==> src/rtl/pwm_capture.sv <==
// Receive-side PWM decoder: measures high time and period of an asynchronous
// PWM input in prescaler ticks and flags inputs that stop toggling.
module pwm_capture #(
    parameter int CNT_BITS   = 16,
    parameter int TIMER_BITS = 15
) (
    input  logic                  clk,
    input  logic                  reset_n,
    input  logic                  enable,
    input  logic                  pwm_in,
    input  logic [TIMER_BITS-1:0] FINAL_VALUE,
    output logic [CNT_BITS-1:0]   high_count,
    output logic [CNT_BITS-1:0]   period_count,
    output logic                  valid,
    output logic                  timeout,
    output logic                  stuck_level
);

    localparam logic [1:0] ST_IDLE = 2'd0;
    localparam logic [1:0] ST_HIGH = 2'd1;
    localparam logic [1:0] ST_LOW  = 2'd2;

    localparam logic [CNT_BITS-1:0]   CNT_ZERO = {CNT_BITS{1'b0}};
    localparam logic [CNT_BITS-1:0]   CNT_ONE  = {{(CNT_BITS-1){1'b0}}, 1'b1};
    localparam logic [CNT_BITS-1:0]   CNT_MAX  = {CNT_BITS{1'b1}};
    localparam logic [TIMER_BITS-1:0] TMR_ZERO = {TIMER_BITS{1'b0}};
    localparam logic [TIMER_BITS-1:0] TMR_ONE  = {{(TIMER_BITS-1){1'b0}}, 1'b1};

    logic                  sync_meta_q;
    logic                  sync_q;
    logic                  hist_q;
    logic [1:0]            state_q,   state_d;
    logic [TIMER_BITS-1:0] tmr_q,     tmr_d;
    logic [CNT_BITS-1:0]   cnt_hi_q,  cnt_hi_d;
    logic [CNT_BITS-1:0]   cnt_per_q, cnt_per_d;
    logic [CNT_BITS-1:0]   high_q,    high_d;
    logic [CNT_BITS-1:0]   period_q,  period_d;
    logic                  valid_q,   valid_d;
    logic                  timeout_q, timeout_d;
    logic                  stuck_q,   stuck_d;
    logic                  rise_s;
    logic                  fall_s;
    logic                  tick_s;
    logic                  overflow_s;

    // Two-flop synchronizer for the pad plus one history flop for edge detection
    always_ff @(posedge clk or negedge reset_n) begin
        if (!reset_n) begin
            sync_meta_q <= 1'b0;
            sync_q      <= 1'b0;
            hist_q      <= 1'b0;
        end else begin
            sync_meta_q <= pwm_in;
            sync_q      <= sync_meta_q;
            hist_q      <= sync_q;
        end
    end

    assign rise_s     = sync_q & ~hist_q;
    assign fall_s     = ~sync_q & hist_q;
    assign tick_s     = enable & (tmr_q == FINAL_VALUE);
    // A tick that would wrap the period counter means no edge arrived in time
    assign overflow_s = tick_s & (cnt_per_q == CNT_MAX);

    // Prescaler, measurement counters and FSM next-state logic
    always_comb begin
        state_d   = state_q;
        tmr_d     = tmr_q;
        cnt_hi_d  = cnt_hi_q;
        cnt_per_d = cnt_per_q;
        high_d    = high_q;
        period_d  = period_q;
        valid_d   = 1'b0;
        timeout_d = 1'b0;
        stuck_d   = stuck_q;

        if (!enable) begin
            state_d   = ST_IDLE;
            tmr_d     = TMR_ZERO;
            cnt_hi_d  = CNT_ZERO;
            cnt_per_d = CNT_ZERO;
        end else begin
            if (rise_s || tick_s) begin
                tmr_d = TMR_ZERO;
            end else begin
                tmr_d = tmr_q + TMR_ONE;
            end

            case (state_q)
                ST_IDLE: begin
                    if (rise_s) begin
                        state_d   = ST_HIGH;
                        cnt_hi_d  = CNT_ZERO;
                        cnt_per_d = CNT_ZERO;
                    end else begin
                        state_d = ST_IDLE;
                    end
                end
                ST_HIGH: begin
                    if (overflow_s) begin
                        timeout_d = 1'b1;
                        stuck_d   = sync_q;
                        state_d   = ST_IDLE;
                    end else begin
                        if (tick_s) begin
                            cnt_hi_d  = cnt_hi_q + CNT_ONE;
                            cnt_per_d = cnt_per_q + CNT_ONE;
                        end else begin
                            cnt_hi_d  = cnt_hi_q;
                            cnt_per_d = cnt_per_q;
                        end
                        if (fall_s) begin
                            state_d = ST_LOW;
                        end else begin
                            state_d = ST_HIGH;
                        end
                    end
                end
                ST_LOW: begin
                    // The edge wins over a coincident tick, which is dropped
                    if (rise_s) begin
                        high_d    = cnt_hi_q;
                        period_d  = cnt_per_q;
                        valid_d   = 1'b1;
                        cnt_hi_d  = CNT_ZERO;
                        cnt_per_d = CNT_ZERO;
                        state_d   = ST_HIGH;
                    end else if (overflow_s) begin
                        timeout_d = 1'b1;
                        stuck_d   = sync_q;
                        state_d   = ST_IDLE;
                    end else if (tick_s) begin
                        cnt_per_d = cnt_per_q + CNT_ONE;
                    end else begin
                        cnt_per_d = cnt_per_q;
                    end
                end
                default: begin
                    state_d = ST_IDLE;
                end
            endcase
        end
    end

    // State, counter and output registers
    always_ff @(posedge clk or negedge reset_n) begin
        if (!reset_n) begin
            state_q   <= ST_IDLE;
            tmr_q     <= TMR_ZERO;
            cnt_hi_q  <= CNT_ZERO;
            cnt_per_q <= CNT_ZERO;
            high_q    <= CNT_ZERO;
            period_q  <= CNT_ZERO;
            valid_q   <= 1'b0;
            timeout_q <= 1'b0;
            stuck_q   <= 1'b0;
        end else begin
            state_q   <= state_d;
            tmr_q     <= tmr_d;
            cnt_hi_q  <= cnt_hi_d;
            cnt_per_q <= cnt_per_d;
            high_q    <= high_d;
            period_q  <= period_d;
            valid_q   <= valid_d;
            timeout_q <= timeout_d;
            stuck_q   <= stuck_d;
        end
    end

    assign high_count   = high_q;
    assign period_count = period_q;
    assign valid        = valid_q;
    assign timeout      = timeout_q;
    assign stuck_level  = stuck_q;

endmodule

==> config.mk <==
export PLATFORM = sky130hd
export DESIGN_NAME = pwm_capture
export DESIGN_NICKNAME = d
export VERILOG_FILES = /design/src/rtl/pwm_capture.sv
export SDC_FILE = /design/constraint.sdc
export NUM_CORES = 1
export LEC_CHECK = 0
export BUFFER_PORTS_ARGS = -buffer_cell sky130_fd_sc_hd__buf_2
export CAP_MARGIN = 25
export CORE_ASPECT_RATIO = 0.6
export CORE_MARGIN = 3
export CORE_UTILIZATION = 45
export DETAILED_ROUTE_END_ITERATION = 10
export HOLD_SLACK_MARGIN = 0.05
export PLACE_DENSITY = 0.74
export SETUP_SLACK_MARGIN = 0.02
export SLEW_MARGIN = 20
export SYNTH_ARGS = -nofsm -noshare
export SYNTH_HDL_FRONTEND = slang
export SYNTH_SLANG_ARGS = --single-unit
==> constraint.sdc <==
create_clock -name clk -period 2.1 [get_ports clk]
set_input_delay 0.42 -clock clk [delete_from_list [all_inputs] [get_ports clk]]
set_output_delay 0.42 -clock clk [all_outputs]
set_load 0.02 [all_outputs]
**After elaboration in Yosys (flattened, before gate mapping)**

Cells that the tools add are included.

- Bits in registers: 87
- Latch bits: 0
- Memory bits (writable): 0
- Bits in read-only memories: 0
- Input port bits: 19
- Output and inout bits: 35
- Logic and storage cells: 70
- Memories kept: 0

- $add $sub $neg: 3
- Multipliers: 0
- Divide/modulo/power cells: 0
- Order comparisons: 0
- Equality and inequality tests: 12
- Shift operators: 0
- Multiplexer cells: 29
- Bitwise gates (word level): 6
- Reductions and logical operators: 8

Operator list:

| kind | number |
|---|---|
| $mux W16 | 8 |
| $pmux W16 S3 | 1 |
| $add A16 B1 Y16 const B | 2 |
| $pmux W16 S2 | 1 |
| $mux W15 | 2 |
| $eq A16 B16 Y1 const B | 1 |
| $add A15 B1 Y15 const B | 1 |
| $eq A15 B15 Y1 | 1 |
| $mux W2 | 5 |
| $mux W1 | 9 |
| $ne A3 B3 Y1 const B | 3 |
| $ne A3 B2 Y1 const B | 2 |
| $pmux W2 S3 | 1 |
| $reduce_and A3 Y1 | 2 |
| $and A1 B1 Y1 | 4 |
| $ne A4 B1 Y1 const B | 1 |
| $ne A4 B4 Y1 const B | 1 |
| $pmux W1 S2 | 2 |
| $reduce_and A4 Y1 | 1 |
| $eq A2 B1 Y1 const B | 1 |
| $eq A2 B2 Y1 const B | 1 |
| $logic_not A2 Y1 | 1 |
| $ne A2 B2 Y1 const B | 1 |
| $not A1 Y1 | 2 |
| other kinds (4) | 4 |

**Longest topological paths before layout**

Gate-level depths: netlist of run 1.

- Word-level depth: 7
- Mapped depth: 10
- Mapped depth without buffers: 8

**Least setup slack after synthesis of run 1**

Ideal clock, no wire load.

- Path kind: flip-flop to flip-flop
- Start: reg state_q[0]
- End: reg cnt_per_q[15]
- Setup time: 0.069 ns
- Arrival time: 2.134 ns
- Required time: 2.031 ns
- Setup slack: -0.103 ns
- Cell stages (with the launch flop): 9
- Path buffers: 2
- Cell sequence: dfrtp_1 > inv_1 > ha_1 > clkbuf_1 > a21oi_1 > or3_1 > clkbuf_1 > or4_1 > nand3_1

- Word-level cells in the longest chain between the ends: 3

Ends and longest elaborated chain:

| element | line | source |
|---|---|---|
| from (decl) | 32 | `logic [1:0] state_q, state_d;` |
| from (signal assigned) | 158 | `state_q <= state_d;` |
| $eq A2 B2 Y1, or another cell as far along | 89 | `case (state_q)` |
| $pmux W16 S3, or another cell as far along | 89 |  |
| $mux W16 / $reduce_and A2 Y1 (equally long branches) | - |  |
| to (signal assigned) | 161 | `cnt_per_q <= cnt_per_d;` |
| to (decl) | 35 | `logic [CNT_BITS-1:0] cnt_per_q, cnt_per_d;` |

Several ways; a longest one is shown, not always the timed one.
A chain may end at the register's enable or synchronous reset.

**Worst setup path in the final report of run 1**

- Start: reg tmr_q[9]
- End: reg cnt_hi_q[4]

- Word-level cells in the longest chain between the ends: 5

Ends and longest elaborated chain:

| element | line | source |
|---|---|---|
| from (decl) | 33 | `logic [TIMER_BITS-1:0] tmr_q, tmr_d;` |
| from (signal assigned) | 159 | `tmr_q <= tmr_d;` |
| $eq A15 B15 Y1 * | 61 | `assign tick_s = enable & (tmr_q == FINAL_VALUE);` |
| $and A1 B1 Y1 * | 61 |  |
| $and A1 B1 Y1 | 63 | `assign overflow_s = tick_s & (cnt_per_q == CNT_MAX);` |
| $ne A3 B3 Y1 (no source line) | - |  |
| $reduce_and A4 Y1 (no source line) * | - |  |
| to (signal assigned) | 160 | `cnt_hi_q <= cnt_hi_d;` |
| to (decl) | 34 | `logic [CNT_BITS-1:0] cnt_hi_q, cnt_hi_d;` |

Mark *: on every way between the ends. The rest lies on a longest branch, timed or not.

==> results of run 1 <==
==> per-layer routing <==
layer / GRT usage [%] / up-vias
met5: 0 / -
met4: 6.04 / 0
met3: 7.11 / 32
met2: 32.6 / 161
met1: 30.4 / 1994
li1: - / 1879
==> stage by stage <==
step	hold slack (ps)	worst slack, ps
after floorplan	124	26.3
after CTS	165	-59.2
after global placement	336	-195
after global routing	166	-163
final	178	-53.5
after detailed placement	340	-249
==> cell families (layout without fill, tap and decap cells) <==
group | Yosys count | count (layout) | share of synthesized area (%)
and+or+nand+nor | 172 | 172 | 20.8
AOI/OAI and AO/OA | 88 | 88 | 13.0
DFF | 87 | 87 | 47.7
buffers and inverters | 35 | 153 | 3.57
muxes | 31 | 31 | 7.60
xor gates and xnor gates | 28 | 28 | 5.38
adders and majority gates | 7 | 7 | 1.92
==> layout make-up <==
type / instances / area share (%)
clock buffers: 10 / 3.91
clock inverters: 6 / 1.76
inverters: 11 / 0.676
multi-input cells: 326 / 40.3
flip-flops and latches: 87 / 35.7
well taps: 130 / 2.66
repair buffers: 126 / 15.0
==> worst paths after layout <==
path / cells past startpoint / end / start / slack (ps)
min: 1 / sync_meta_q / pwm_in / 180
max in group asynchronous: 3 / period_count[12] / reset_n / 920
min reg2reg: 0 / sync_q / sync_meta_q / 350
min in group asynchronous: 2 / period_count[9] / reset_n / 580
max reg2reg: 8 / cnt_hi_q[4] / tmr_q[9] / -50
max: 8 / cnt_hi_q[4] / tmr_q[9] / -50
==> sequential cells by signal (all words and copies together) (netlist names) <==
signal and cells:
sync_q 1, hist_q 1, cnt_hi_q 16, stuck_level 1, valid 1, sync_meta_q 1, state_q 2, high_count 16
period_count 16, cnt_per_q 16, tmr_q 15, timeout 1
==> placed cells by master, fill, tap and decap left out, types with 6 or more instances in the layout <==
cell type   n
a21oi_1    11
o311ai_4    6
inv_1      10
o211ai_1    7
ha_1        6
buf_2      52
nand2_1    28
clkbuf_16   9
xnor2_1     7
nand4_1    15
o21ai_0    10
o21ai_1    10
xor2_1     21
buf_4      63
mux2_2     29
nor2_1     42
and3_1      7
a31oi_1    13
or4_1       6
nand3_1    30
dfrtp_1    86
==> worst register-to-register path, stage by stage (launching register included) <==
cell and delay (ps):
dfrtp_1 410, xor2_1 160, nor4_2 340, and4_4 310, buf_12 130, a21oi_4 90
buf_12 170, o311ai_4 290, o41ai_2 120
==> Yosys cell counts (2+ instances only) <==
cell type,count
nor3_2,3
or4_1,6
xnor2_1,7
nor2b_1,2
o211ai_1,7
a41oi_1,2
nand2b_1,2
o41ai_1,2
nand2b_4,2
mux2i_1,2
a31oi_1,14
and2_1,4
o311ai_1,9
ha_1,7
buf_6,4
o21ai_1,3
o21ai_0,17
nor4b_1,2
nand4_1,15
a21oi_1,12
o21a_1,2
nand3_2,3
o31ai_1,10
or3_1,5
inv_1,11
nand2_1,29
nor3_1,4
nor4_2,3
xor2_1,21
clkbuf_1,18
and4_1,3
and3_1,7
dfrtp_1,87
nor2_1,43
nand3_1,31
mux2_2,29
a21o_1,2
==> report_power, final <==
part | leakage, nW | internal [mW] | total, mW | switching, mW
Sequential | 1.20 | 1.69 | 1.70 | 0.0112
Combinational | 1.47 | 0.144 | 0.386 | 0.243
Clock | 0.168 | 1.19 | 1.84 | 0.649
Total | 2.84 | 3.02 | 3.92 | 0.903
==> timing repair <==
item                                    4_1_cts  5_1_grt
gates cloned                                  1        0
hold buffers                                  1        0
pin swaps                                    14       13
endpoints found under the setup margin       24       35
resized for setup                            19       34
setup buffers                                 1        7
hold endpoints to repair                     33        0
==> flow_metrics.tcl, run 1 <==
set metrics [dict create \
    place_area_mm2 0.00540 \
    wl_met3_um 955 \
    violations "negative setup slack" \
    path_delay_family "simple AND/OR/NAND/NOR gates" \
    synth_edf_count 0 \
    worst_pin_slew_ps 549 \
    yosysWarnings 0 \
    die_h_um 84.0 \
    synthTopCellsByArea "dfrtp_1 (48%), mux2_2 (7.2%), xor2_1 (4.0%)" \
    die_x_um 136 \
    worst_slack_ps -53.5 \
    h-tree-depth 3 \
    nFillCells 739 \
    fin_util_pct 64.1 \
    grt_first_pass_wirelength_um 19600 \
    met2_length_um 5370 \
    relSlewSlack_pct 63.4 \
    slowest_delay_ps 410 \
    path_clk_slew_ps 60 \
    wl_um 12100 \
    avgRoutedWirePerCell_um 17.4 \
    multi_input_area_mm2 0.00246 \
    status "finished with violations" \
    worst_ep_required_time_ps 2310 \
    final-seq-area_mm2 0.00218 \
    setup_viol 12 \
    cts_tree "built" \
    core-area_mm2 0.00953 \
    num-nets-final 587 \
    cts_buffer_depth 2 \
    grt_use_total_pct 21.8 \
    power_density_mw_per_mm2 643 \
    netlist_instances 448 \
    grt_overflow_total 0 \
    maxCapViolCount 0 \
    drt_iter0_drc 362 \
    hold_viol 0 \
    fmax_mhz 464 \
    critical_path.endpoint_type "register" \
    fp-row-count 27 \
    top_layer_used "met4" \
    syn_nets 474 \
    fin_tns_setup_ps -336 \
    hold_class "in -> reg" \
    postLayoutCellArea_mm2 0.00610 \
    layout.cells.non_filler 696 \
    n_antenna_cell 0 \
    crit_buf_inv 2 \
    initial_core_util_pct 47.9 \
    first_pass_iters 7 \
    postSynthAreaPerCell_um2 10.2 \
    grt_pass1_vias 3907 \
    place_inst 671 \
    p_leak_nw 2.84 \
    seq_area_frac_synth_pct 47.7 \
    m1WireLength_um 5560 \
    drive_gt1_share_pct 37.6 \
    cp_common_cell "buf_12" \
    die_area_mm2 0.0114 \
    gp_congestion 0.908 \
    antenna_found_initial 0 \
    path_class "reg -> reg" \
    total_power_mw 3.92 \
    cts_buffers 9 \
    cp.arrival_ps 2360 \
    ys_types 55 \
    cts_sinks 87 \
    cp_max_fo 12 \
    synth_top_area_share_pct 47.7 \
    crit_slowest_cell "dfrtp_1" \
    clk_latency_ps 350 \
    path_cells "xor2_1 -> nor4_2 -> and4_4 -> buf_12 -> a21oi_4 -> buf_12 -> o311ai_4 -> o41ai_2" \
    area_growth_syn_to_layout_pct 33.9 \
    synth_flop_cell "dfrtp_1" \
    via_per_inst 5.84 \
    root_buffer "clkbuf_16" \
    drc 0 \
    portBuffers 53 \
    ant_nets 0 \
    grt_max_degree 37 \
    slew_violations 0 \
    synth-seq-cells 87 \
    ir_drop_uv 425 \
    skew_ps 8.29 \
    synthArstFlopShare_pct 100 \
    vias 4066 \
    startpoint_type "register" \
    hpwl_um 8320 \
    fin_crit_sh_pct 103 \
    synth_area_leader_cell "dfrtp_1" \
    syn_area_mm2 0.00456 \
    ios 54 \
    rsz0062_at_grt "yes" \
    min_period_ps 2150 \
]
(Power assumes the default switching activity.)
==> run 2: changes to the inputs <==
--- a/config.mk
+++ b/config.mk
@@ -5,6 +5,7 @@
 export SDC_FILE = /design/constraint.sdc
 export NUM_CORES = 1
 export LEC_CHECK = 0
+export ABC_AREA = 1
 export BUFFER_PORTS_ARGS = -buffer_cell sky130_fd_sc_hd__buf_2
 export CAP_MARGIN = 25
 export CORE_ASPECT_RATIO = 0.6
@@ -12,8 +13,8 @@
 export CORE_UTILIZATION = 45
 export DETAILED_ROUTE_END_ITERATION = 10
 export HOLD_SLACK_MARGIN = 0.05
-export PLACE_DENSITY = 0.74
-export SETUP_SLACK_MARGIN = 0.02
+export PLACE_DENSITY = 0.73
+export SETUP_SLACK_MARGIN = 0.15
 export SLEW_MARGIN = 20
 export SYNTH_ARGS = -nofsm -noshare
 export SYNTH_HDL_FRONTEND = slang
==> run 2 against run 1 <==
Effect of this change:
- the flow now finishes without violations
- global-route usage down 1.3 points
- final area fell by 2.5%
- via count rose by 8.8%
- clock power fell by 17%
- die area up 5.2%
- critical endpoint is now cnt_per_q[7]
- highest routed layer unchanged
==> flow_metrics.tcl, run 2 <==
set metrics [dict create \
    status "finished, final reports clean" \
    hpwl_um 8560 \
    worst_pin_slew_ps 510 \
    worst_ep_required_time_ps 2370 \
    netlist_instances 636 \
    n_antenna_cell 0 \
    cts_buffer_depth 2 \
    cp.arrival_ps 2240 \
    die_h_um 86.1 \
    synthTopCellsByArea "dfrtp_1 (45%), nand2_1 (16%), inv_1 (6.5%)" \
    gp_congestion 0.870 \
    ant_nets 0 \
    fp-row-count 28 \
    synth_edf_count 0 \
    ys_types 32 \
    p_leak_nw 2.92 \
    antenna_found_initial 0 \
    h-tree-depth 3 \
    synth_top_area_share_pct 45.3 \
    fin_crit_sh_pct 93.4 \
    hold_buffers 0 \
    fin_tns_setup_ps 0 \
    hold_class "in -> async" \
    num-nets-final 746 \
    fmax_mhz 510 \
    die_x_um 139 \
    synth_area_leader_cell "dfrtp_1" \
    syn_area_mm2 0.00481 \
    final_common_cell "nand2_1" \
    avgRoutedWirePerCell_um 14.4 \
    area_growth_syn_to_layout_pct 23.7 \
    critical_path.endpoint_type "register" \
    path_cells "inv_4 -> ha_4 -> inv_2 -> nor2_1 -> nor2_1 -> nand2_1 -> inv_2 -> nor4_4 -> buf_4 -> buf_6 -> nand2_2 -> a21oi_2" \
    grt_first_pass_wirelength_um 19800 \
    cts_buffers 9 \
    synthArstFlopShare_pct 100 \
    initial_core_util_pct 47.5 \
    cts_tree "built" \
    cts_sinks 87 \
    vias 4423 \
    syn_nets 662 \
    synth_flop_cell "dfrtp_1" \
    setup_viol 0 \
    ys_top_cells_by_count "nand2_1 (210), dfrtp_1 (87), inv_1 (83)" \
    synth-seq-cells 87 \
    drive_gt1_share_pct 24.1 \
    grt_max_degree 61 \
    grt_overflow_total 0 \
    clk_latency_ps 350 \
    layout_common_cells "nand2_1 (197), dfrtp_1 (86), inv_1 (81)" \
    cp_max_fo 5 \
    grt_pass1_vias 4031 \
    path_clk_slew_ps 60 \
    power_density_mw_per_mm2 647 \
    maxCapViolCount 0 \
    drt_iter0_drc 337 \
    wl_um 12400 \
    slowest_delay_ps 420 \
    crit_slowest_cell "dfrtp_2" \
    via_per_inst 5.14 \
    min_period_ps 1960 \
    hold_viol 0 \
    relSlewSlack_pct 66.0 \
    rsz0062_at_grt "yes" \
    grt_use_total_pct 20.5 \
    root_buffer "clkbuf_16" \
    slew_violations 0 \
    yosysWarnings 0 \
    startpoint_type "register" \
    die_area_mm2 0.0120 \
    ir_drop_uv 404 \
    ios 54 \
    first_pass_iters 5 \
    seq_area_frac_synth_pct 45.3 \
    drc 0 \
    portBuffers 53 \
    postSynthAreaPerCell_um2 7.56 \
    path_class "reg -> reg" \
    fin_util_pct 58.8 \
    core-area_mm2 0.0101 \
    synth_most_common_cell "nand2_1" \
    skew_ps 12.8 \
]
run 2: critical path: cells and delay by family, from the launching register on:
kind	cells	cell delay, ps
simple gates	5	570
flops	1	420
fa+ha+maj	1	280
buf+inv	5	500
compound gates	1	120
run 2: path summary, 6_finish.rpt:
kind                                  start              end  slack (ps)  cells past startpoint
worst max register to register   state_q[0]     cnt_per_q[7]         140                     12
max in group asynchronous           reset_n       state_q[1]        1470                      2
worst max-delay path             state_q[0]     cnt_per_q[7]         140                     12
worst min register to register  sync_meta_q           sync_q         350                      0
min in group clk                     pwm_in      sync_meta_q         180                      1
worst min-delay path                reset_n  period_count[8]          40                      1
run 2: stage by stage:
stage          hold WS [ps]  setup slack (ps)  area (µm²)  power (mW)  cells
5_1_grt                82.2              33.8        5950        4.02    860
6_report               43.9               138        5950        3.85    860
2_1_floorplan           124               261        4810        2.10    636
4_1_cts                61.0               167        5660        3.84    848
3_3_place_gp            332               266        5280        2.28    822
3_5_place_dp            339               113        5280        2.29    822
run 2: cells by family (layout without fill, tap and decap cells):
logic type	after synthesis	in the layout	synth area share, %
simple gates	357	357	33.0
xor+xnor	7	7	1.27
fa+ha+maj	7	7	1.82
compound gates	73	73	9.18
buf+inv	105	194	9.44
flops	87	87	45.3
run 2: area by class of cell:
| class | instances | area [µm²] |
|---|---|---|
| fillers | 848 | 4180 |
| well taps | 135 | 169 |
| clock inverters | 7 | 56.3 |
| inverters | 90 | 340 |
| multi-input cells | 444 | 2310 |
| repair buffers | 88 | 672 |
| clock buffers | 9 | 225 |
| flip-flops and latches | 87 | 2180 |
run 2: timing repair:
action	4_1_cts	5_1_grt
setup buffers	9	9
gates cloned	1	3
gates resized for setup	1	42
pin swaps	3	16
endpoints found under the setup margin	16	70
run 2: power by group:
group	switching, mW	internal, mW	total (mW)	leakage [nW]
sequential	0.0454	1.75	1.80	1.15
combinational	0.327	0.204	0.532	1.64
clock	0.702	0.815	1.52	0.135
run 2: per-layer routing:
layer | global-route usage, % | vias to the layer above | wire (µm)
met5 | 0 | - | 0
met4 | 4.88 | 0 | 160
met3 | 5.46 | 19 | 1020
met2 | 29.6 | 148 | 5260
met1 | 30.8 | 2052 | 5930
li1 | - | 2204 | -
==> run 3: changes to the inputs <==
--- a/config.mk
+++ b/config.mk
@@ -8,12 +8,14 @@
 export ABC_AREA = 1
 export BUFFER_PORTS_ARGS = -buffer_cell sky130_fd_sc_hd__buf_2
 export CAP_MARGIN = 25
+export CELL_PAD_IN_SITES_DETAIL_PLACEMENT = 0
+export CELL_PAD_IN_SITES_GLOBAL_PLACEMENT = 1
 export CORE_ASPECT_RATIO = 0.6
 export CORE_MARGIN = 3
-export CORE_UTILIZATION = 45
+export CORE_UTILIZATION = 39
 export DETAILED_ROUTE_END_ITERATION = 10
 export HOLD_SLACK_MARGIN = 0.05
-export PLACE_DENSITY = 0.73
+export PLACE_DENSITY = 0.83
 export SETUP_SLACK_MARGIN = 0.15
 export SLEW_MARGIN = 20
 export SYNTH_ARGS = -nofsm -noshare
==> run 3 against run 2 <==
Effect of this change:
- critical path depth did not move
- core utilization fell by 8.1 points
- largest power group unchanged
- sequential share of layout area rose by 0.20 points
- power rose by 3.2%
- highest routed layer unchanged
- critical path type unchanged
- flip-flop and latch count did not move
==> flow_metrics.tcl, run 3 (synthesis gave the netlist of run 2 again) <==
set metrics [dict create \
    status "finished, final reports clean" \
    vias 4406 \
    cp.arrival_ps 2180 \
    total_power_mw 3.97 \
    hold_viol 0 \
    num-nets-final 743 \
    gp_congestion 0.872 \
    skew_ps 9.46 \
    path_class "reg -> reg" \
    ir_drop_uv 431 \
    grt_overflow_total 0 \
    layout.cells.non_filler 882 \
    die_x_um 149 \
    drt_iter0_drc 375 \
    slowest_delay_ps 390 \
    final_common_cell "nand2_1" \
    final-seq-area_mm2 0.00218 \
    postLayoutCellArea_mm2 0.00592 \
    cts_tree "built" \
    worst_pin_slew_ps 699 \
    grt_max_degree 61 \
    portBuffers 53 \
    drive_gt1_share_pct 23.0 \
    grt_use_total_pct 18.4 \
    n_antenna_cell 0 \
    relSlewSlack_pct 53.0 \
    slew_violations 0 \
    ant_nets 0 \
    avgRoutedWirePerCell_um 14.2 \
    ios 54 \
    die_h_um 92.0 \
    setup_viol 0 \
    antenna_found_initial 0 \
    crit_slowest_cell "dfrtp_1" \
    place_inst 850 \
    critical_path.endpoint_type "register" \
    hold_class "in -> async" \
    power_density_mw_per_mm2 671 \
    multi_input_area_mm2 0.00228 \
    h-tree-depth 3 \
    initial_core_util_pct 41.2 \
    min_period_ps 1910 \
    fin_crit_sh_pct 91.1 \
    wl_um 12500 \
    cts_sinks 87 \
    rsz0062_at_grt "yes" \
    fin_tns_setup_ps 0 \
    grt_first_pass_wirelength_um 20100 \
    worstReg2RegStart "state_q[1]" \
    layout_common_cells "nand2_1 (206), dfrtp_1 (86), inv_1 (79)" \
    p_leak_nw 2.88 \
    cp-startpoint "state_q[1]" \
    core-area_mm2 0.0117 \
    fp-row-count 30 \
    hold_buffers 0 \
    cp_common_cell "inv_2" \
    path_delay_family "simple AND/OR/NAND/NOR gates" \
    crit_buf_inv 5 \
    fmax_mhz 523 \
    hpwl_um 9050 \
    area_growth_syn_to_layout_pct 23.0 \
    path_clk_slew_ps 70 \
    clk_latency_ps 340 \
    maxCapViolCount 0 \
    place_area_mm2 0.00533 \
    grt_pass1_vias 3928 \
    via_per_inst 5.00 \
    path_cells "inv_2 -> ha_4 -> inv_4 -> nor2_2 -> nor2_1 -> nand2_1 -> inv_2 -> nor4_4 -> buf_4 -> buf_12 -> nand2_4 -> a21oi_2" \
    drc 0 \
    cts_buffers 9 \
    first_pass_iters 6 \
    startpoint_type "register" \
    root_buffer "clkbuf_16" \
    hold_slack_ps 76.0 \
    die_area_mm2 0.0137 \
    cts_buffer_depth 2 \
    nFillCells 1122 \
    cp_max_fo 5 \
    worst_ep_required_time_ps 2360 \
]
## run 3: cell count changes in the layout (fill, tap and decap cells not counted), sizes merged
| cell | change |
|---|---|
| bufinv | +1 |
| buf | -1 |
| clkinvlp | -1 |
| clkinv | -1 |
| bufbuf | -1 |
## run 3: power by group
| group | switching, mW | internal (mW) | leakage [nW] |
|---|---|---|---|
| combinational | 0.324 | 0.171 | 1.58 |
| sequential | 0.0416 | 1.75 | 1.15 |
| clock | 0.706 | 0.976 | 0.156 |
## run 3: metrics by stage
step                      worst slack, ps  utilization, %
after floorplan                       261               -
after global placement                257            45.7
after detailed placement              217            45.7
after CTS                             191            48.4
after global routing                 89.6            50.7
final                                 188            50.7
## run 3: path summary, 6_finish.rpt
path	end	slack [ps]	cells past startpoint
min reg2reg	sync_q	360	0
min in group clk	sync_meta_q	190	1
min	high_count[9]	80	1
max	cnt_per_q[7]	190	12
max in group asynchronous	high_count[14]	1390	2
max reg2reg	cnt_per_q[7]	190	12
## run 3: timing repair
item,4_1_cts,5_1_grt
endpoints found under the setup margin,0,37
gates resized for setup,0,30
setup buffers,0,14
## run 3: final cells by class
class,count,share of cell area (%)
Tap cell,160,3.38
Multi-Input combinational cell,444,38.6
Sequential cell,87,36.8
Clock inverter,6,1.29
Clock buffer,10,4.04
Inverter,90,5.82
Timing Repair Buffer,85,10.1
## run 3: metal layers
layer | vias up | wire, µm | global-route usage, %
met2 | 166 | 4910 | 23.6
met1 | 2052 | 6390 | 30.2
met5 | - | 0 | 0
met4 | 0 | 76 | 3.96
met3 | 6 | 1170 | 4.79
li1 | 2182 | - | -
